File: src/rtl/fifo_ptr_ctrl_pkg.sv
// Shared definitions for the FIFO pointer controller:
// default sizing, depth derivation and Gray encoding.
package fifo_pkg;

   localparam int DEF_ADDR_W    = 4;
   localparam int DEF_AF_MARGIN = 1;

   function automatic int fifo_depth(input int addr_w);
      return 1 << addr_w;
   endfunction

   function automatic logic [31:0] gray(input logic [31:0] x);
      return x ^ (x >> 1);
   endfunction

endpackage

File: src/rtl/fifo_ptr_ctrl_if.sv
// Producer/consumer request side and RAM/status side of the
// FIFO pointer controller.
interface fifo_ptr_ctrl_if #(
   parameter int ADDR_W = 4
);

   logic              flush;
   logic              wr_en;
   logic              rd_en;
   logic              wr_ack;
   logic              rd_ack;
   logic [ADDR_W-1:0] wr_addr;
   logic [ADDR_W-1:0] rd_addr;
   logic [ADDR_W:0]   wr_ptr_gray;
   logic [ADDR_W:0]   rd_ptr_gray;
   logic [ADDR_W:0]   count;
   logic              full;
   logic              empty;
   logic              almost_full;
   logic              wr_ovf;
   logic              rd_udf;

   modport master (
      output flush, wr_en, rd_en,
      input  wr_ack, rd_ack, wr_addr, rd_addr,
      input  wr_ptr_gray, rd_ptr_gray, count,
      input  full, empty, almost_full, wr_ovf, rd_udf
   );

   modport slave (
      input  flush, wr_en, rd_en,
      output wr_ack, rd_ack, wr_addr, rd_addr,
      output wr_ptr_gray, rd_ptr_gray, count,
      output full, empty, almost_full, wr_ovf, rd_udf
   );

endinterface

File: src/rtl/fifo_ptr_ctrl_bin_to_gray.sv
// Combinational binary to Gray converter, len bits wide
// (len must not exceed 32).
module Bin_to_Gray
   import fifo_pkg::*;
#(
   parameter int len = 5
) (
   input  logic [len-1:0] bin_i,
   output logic [len-1:0] gray_o
);

   assign gray_o = len'(gray(32'(bin_i)));

endmodule

File: src/rtl/fifo_ptr_ctrl.sv
// Single-clock FIFO pointer controller: RAM addresses, registered
// Gray pointers, occupancy and status flags.
module fifo_ptr_ctrl
   import fifo_pkg::*;
#(
   parameter int ADDR_W    = DEF_ADDR_W,
   parameter int AF_MARGIN = DEF_AF_MARGIN
) (
   input  logic           clk,
   input  logic           rst,
   fifo_ptr_ctrl_if.slave bus
);

   localparam int PW    = ADDR_W + 1;
   localparam int DEPTH = fifo_depth(ADDR_W);
   localparam logic [PW-1:0] AF_THR = PW'(DEPTH - AF_MARGIN);

   logic [PW-1:0] wr_ptr_q, wr_ptr_d;
   logic [PW-1:0] rd_ptr_q, rd_ptr_d;
   logic [PW-1:0] wr_gray_q, wr_gray_d;
   logic [PW-1:0] rd_gray_q, rd_gray_d;
   logic          wr_ovf_q, wr_ovf_d;
   logic          rd_udf_q, rd_udf_d;
   logic [PW-1:0] count;
   logic          full, empty;
   logic          wr_ack, rd_ack;

   // Extra pointer MSB separates full from empty when low bits match.
   assign count = wr_ptr_q - rd_ptr_q;
   assign empty = (wr_ptr_q == rd_ptr_q);
   assign full  = (wr_ptr_q[ADDR_W] != rd_ptr_q[ADDR_W]) &&
                  (wr_ptr_q[ADDR_W-1:0] == rd_ptr_q[ADDR_W-1:0]);

   assign wr_ack = bus.wr_en & ~full  & ~bus.flush & ~rst;
   assign rd_ack = bus.rd_en & ~empty & ~bus.flush & ~rst;

   always_comb begin
      wr_ptr_d = wr_ptr_q + PW'(wr_ack);
      rd_ptr_d = rd_ptr_q + PW'(rd_ack);
      if (bus.flush) begin
         wr_ptr_d = '0;
         rd_ptr_d = '0;
      end
   end

   assign wr_ovf_d = bus.wr_en & full  & ~bus.flush;
   assign rd_udf_d = bus.rd_en & empty & ~bus.flush;

   // Convert next values so Gray and binary load on the same edge.
   Bin_to_Gray #(.len(PW)) u_wr_gray (
      .bin_i  (wr_ptr_d),
      .gray_o (wr_gray_d)
   );

   Bin_to_Gray #(.len(PW)) u_rd_gray (
      .bin_i  (rd_ptr_d),
      .gray_o (rd_gray_d)
   );

   always_ff @(posedge clk) begin
      if (rst) begin
         wr_ptr_q  <= '0;
         rd_ptr_q  <= '0;
         wr_gray_q <= '0;
         rd_gray_q <= '0;
         wr_ovf_q  <= 1'b0;
         rd_udf_q  <= 1'b0;
      end else begin
         wr_ptr_q  <= wr_ptr_d;
         rd_ptr_q  <= rd_ptr_d;
         wr_gray_q <= wr_gray_d;
         rd_gray_q <= rd_gray_d;
         wr_ovf_q  <= wr_ovf_d;
         rd_udf_q  <= rd_udf_d;
      end
   end

   assign bus.wr_ack      = wr_ack;
   assign bus.rd_ack      = rd_ack;
   assign bus.wr_addr     = wr_ptr_q[ADDR_W-1:0];
   assign bus.rd_addr     = rd_ptr_q[ADDR_W-1:0];
   assign bus.wr_ptr_gray = wr_gray_q;
   assign bus.rd_ptr_gray = rd_gray_q;
   assign bus.count       = count;
   assign bus.full        = full;
   assign bus.empty       = empty;
   assign bus.almost_full = (count >= AF_THR);
   assign bus.wr_ovf      = wr_ovf_q;
   assign bus.rd_udf      = rd_udf_q;

endmodule
File: src/flat_wrapper.sv
// flat-port wrapper written by rule: the top's interface ports become plain ports
module fifo_ptr_ctrl_flat import fifo_pkg::*;
#(
   parameter int ADDR_W    = DEF_ADDR_W,
   parameter int AF_MARGIN = DEF_AF_MARGIN
)
  (clk, rst, bus_flush, bus_wr_en, bus_rd_en, bus_wr_ack, bus_rd_ack, bus_wr_addr, bus_rd_addr, bus_wr_ptr_gray, bus_rd_ptr_gray, bus_count, bus_full, bus_empty, bus_almost_full, bus_wr_ovf, bus_rd_udf);
  fifo_ptr_ctrl_if #(.ADDR_W(ADDR_W)) bus_i ();
  input  logic clk;
  input  logic rst;
  input wire logic [$bits(bus_i.flush)-1:0] bus_flush;
  input wire logic [$bits(bus_i.wr_en)-1:0] bus_wr_en;
  input wire logic [$bits(bus_i.rd_en)-1:0] bus_rd_en;
  output wire logic [$bits(bus_i.wr_ack)-1:0] bus_wr_ack;
  output wire logic [$bits(bus_i.rd_ack)-1:0] bus_rd_ack;
  output wire logic [$bits(bus_i.wr_addr)-1:0] bus_wr_addr;
  output wire logic [$bits(bus_i.rd_addr)-1:0] bus_rd_addr;
  output wire logic [$bits(bus_i.wr_ptr_gray)-1:0] bus_wr_ptr_gray;
  output wire logic [$bits(bus_i.rd_ptr_gray)-1:0] bus_rd_ptr_gray;
  output wire logic [$bits(bus_i.count)-1:0] bus_count;
  output wire logic [$bits(bus_i.full)-1:0] bus_full;
  output wire logic [$bits(bus_i.empty)-1:0] bus_empty;
  output wire logic [$bits(bus_i.almost_full)-1:0] bus_almost_full;
  output wire logic [$bits(bus_i.wr_ovf)-1:0] bus_wr_ovf;
  output wire logic [$bits(bus_i.rd_udf)-1:0] bus_rd_udf;
  assign bus_i.flush = bus_flush;
  assign bus_i.wr_en = bus_wr_en;
  assign bus_i.rd_en = bus_rd_en;
  assign bus_wr_ack = bus_i.wr_ack;
  assign bus_rd_ack = bus_i.rd_ack;
  assign bus_wr_addr = bus_i.wr_addr;
  assign bus_rd_addr = bus_i.rd_addr;
  assign bus_wr_ptr_gray = bus_i.wr_ptr_gray;
  assign bus_rd_ptr_gray = bus_i.rd_ptr_gray;
  assign bus_count = bus_i.count;
  assign bus_full = bus_i.full;
  assign bus_empty = bus_i.empty;
  assign bus_almost_full = bus_i.almost_full;
  assign bus_wr_ovf = bus_i.wr_ovf;
  assign bus_rd_udf = bus_i.rd_udf;
  fifo_ptr_ctrl #(.ADDR_W(ADDR_W), .AF_MARGIN(AF_MARGIN)) u_core (.clk(clk), .rst(rst), .bus(bus_i));
endmodule
File: config.mk
export PLATFORM = sky130hd
export DESIGN_NAME = fifo_ptr_ctrl_flat
export DESIGN_NICKNAME = d
export VERILOG_FILES = /design/src/rtl/fifo_ptr_ctrl_pkg.sv /design/src/rtl/fifo_ptr_ctrl_if.sv /design/src/rtl/fifo_ptr_ctrl_bin_to_gray.sv /design/src/rtl/fifo_ptr_ctrl.sv /design/src/flat_wrapper.sv
export SDC_FILE = /design/constraint.sdc
export NUM_CORES = 1
export LEC_CHECK = 0
export ABC_AREA = 1
export CAP_MARGIN = 20
export CORE_ASPECT_RATIO = 0.6
export CORE_MARGIN = 2
export CORE_UTILIZATION = 45
export CTS_CLUSTER_SIZE = 25
export DETAILED_ROUTE_END_ITERATION = 7
export DONT_BUFFER_PORTS = 1
export PLACE_DENSITY = 0.69
export SETUP_SLACK_MARGIN = 0.15
export SYNTH_ARGS = -nofsm -noshare
export SYNTH_HDL_FRONTEND = slang
export SYNTH_HIERARCHICAL = 1
export SYNTH_SLANG_ARGS = --single-unit
File: constraint.sdc
create_clock -name clk -period 6.9 [get_ports clk]
set_input_delay 1.38 -clock clk [delete_from_list [all_inputs] [get_ports clk]]
set_output_delay 1.38 -clock clk [all_outputs]
set_load 0.05 [all_outputs]
==> results.ini <==
[route]
viasPerCell=4.92
wl_per_cell_um=11.3
finalWirelength_mm=2.38
ant_nets=0
vias=1039
dr.pass1.iters=4
drc=0
dr.first_iter.drc_count=63

[clock_tree]
cts.root.buffer_cell=clkbuf_8
cts_hold_buffers=0
clk_latency_ns=0.26
cts_setup_buffers=0
clockBufferDepth=2
clkSinkCount=22
cts-buffers-inserted=3
post_cts_resized=0
tritoncts=yes
path_clk_slew_ns=0.07
htreeDepth=1

[die]
initial_core_util=0.484
fp.dieH_um=44.8
die-area_um2=3220
core-area_um2=2570
rows=14
die_width_um=72.0
num_io_pins=35

[synthesis]
syn_avg_cell_area_um2=6.60
synth_area_leader_cell=dfxtp_1
syn_nets=203
synth_edf_count=0
ys_warn_count=6
ys.flop_type=dfxtp_1
synth_top_area_share=0.353
yosysSeqAreaShare=0.353
ys_seq_elements=22
netlist_area_um2=1250
syn_inst=189
async_flop_share=0
synth_cell_type_count=18
ys_top_cells_by_area=dfxtp_1 35%, inv_1 13%, nand2_1 13%, nor2_1 8.1%, ha_1 8.0%

[timing]
fin_crit_ns=4.36
skew_ns=0.00180
slew_viol_final=0
max_slew.worst_pin.slew_ns=1.00
hold_violations=0
fin_tns_setup_ns=0
fin_crit_sh=0.632
max_freq_ghz=0.229
relSlewSlack=0.329
rsz0062_at_grt=false
setup_viol=0

[min_path]
min_from=u_core/wr_ptr_q[4]
min_path_type=reg2reg

[layout]
nets=194
diodes=0
drive_gt1_frac=0.0223
design_area_um2=1250
final_cell_mix=42 x inv_1, 42 x nand2_1, 27 x nor2_1
syn2layout_area_growth_pct=0.201

[run_status]
status=completed

[setup_path]
required_ns=5.52
ff2ff_setup_slack_ns=2.76
startpoint_type=flop
path_max_fanout=5
startpoint=u_core/rd_ptr_q[3]
reg2reg_from=u_core/rd_ptr_q[3]
worstSetupPathType=reg2out
worstPathArrival_ns=2.98
endpoint_kind=primary output

[pwr]
p_leak_nw=0.614
power_density_nw_per_um2=181
vdd_drop_max_mv=0.109

[global_route]
grt.overflow.total=0
antenna_found_initial=0
grt_pass1_vias=888
gr-usage-all-layers=0.155
grt_max_degree=22
grt_pass1_wl_mm=3.75

[flow_run]
cap_violations=0

[place]
port-buffer-count=0
place.gp.congestion=0.873
dp_hpwl_mm=1.90
dpl_cell_area_um2=1190

-- worst paths after layout --
path,to,depth (start not counted)
worst max-delay path,bus_wr_ack,5
worst min-delay path,u_core/wr_ptr_q[4],4
worst max register to register,u_core/bus.rd_ptr_gray[1],15
worst min register to register,u_core/wr_ptr_q[4],4
-- critical path, cell delays in order (launching register included) --
cell and delay, ns:
dfxtp_1 0.68, inv_1 0.18, ha_1 0.40, nand4_1 0.20
nor2_1 0.77, nor2_1 0.49
-- final cells by class --
| cell class | instances | area, µm² |
|---|---|---|
| flip-flops and latches | 22 | 440 |
| clock buffers | 4 | 55.1 |
| well taps | 32 | 40.0 |
| inverters | 42 | 158 |
| multi-input cells | 111 | 557 |
| fillers | 274 | 1330 |
-- state kept, by name, summed over array words and instances (netlist names) --
signal                  flops
u_core/bus.rd_ptr_gray      5
u_core/bus.wr_ptr_gray      5
u_core/rd_ptr_q             5
u_core/wr_ptr_q             5
u_core/bus.rd_udf           1
u_core/bus.wr_ovf           1
-- synthesized netlist by cell type (all sizes together) (2+ instances only) --
| cell type | instances |
|---|---|
| nand3 | 11 |
| o21ai | 2 |
| buf | 12 |
| nor4 | 2 |
| ha | 8 |
| a21oi | 2 |
| inv | 42 |
| dfxtp | 22 |
| clkbuf | 2 |
| nor2 | 27 |
| nand2 | 42 |
| nor3 | 12 |
-- power breakdown --
part           internal, mW  leakage [nW]  switching [mW]
Sequential            0.127         0.177         0.00238
Clock                0.0508        0.0288          0.0388
Combinational       0.00138         0.408         0.00491
-- stage by stage --
step	hold WS (ns)	setup WS (ns)	util	std cells	power, mW
2_1_floorplan	0.555	3.11	-	189	0.141
3_3_place_gp	0.627	2.90	0.464	207	0.139
3_5_place_dp	0.629	2.81	0.464	207	0.139
4_1_cts	0.643	2.54	0.485	211	0.229
5_1_grt	0.707	2.39	0.485	211	0.237
6_report	0.651	2.54	0.485	211	0.226
-- layer usage --
metal | part of all wire | vias up | routed length [µm] | global-route usage
met5 | 0 | - | 0 | 0
met1 | 0.47 | 475 | 1130 | 0.183
met3 | 0.079 | 2 | 189 | 0.0781
li1 | - | 534 | - | -
met4 | 0.0034 | 0 | 8 | 0.0377
met2 | 0.44 | 28 | 1050 | 0.257
-- logic make-up (layout without fill, tap and decap cells) --
logic type               Yosys count  in the layout  synth area share
AO/OA/AOI/OAI                      4              4            0.0160
XOR/XNOR                           2              2            0.0140
AND/OR/NAND/NOR                   96             96             0.320
buffers and inverters             56             46             0.201
flip-flops                        22             22             0.353
adder cells (fa/ha/maj)            9              9            0.0963
No activity file was read; power rests on OpenSTA's default activity.
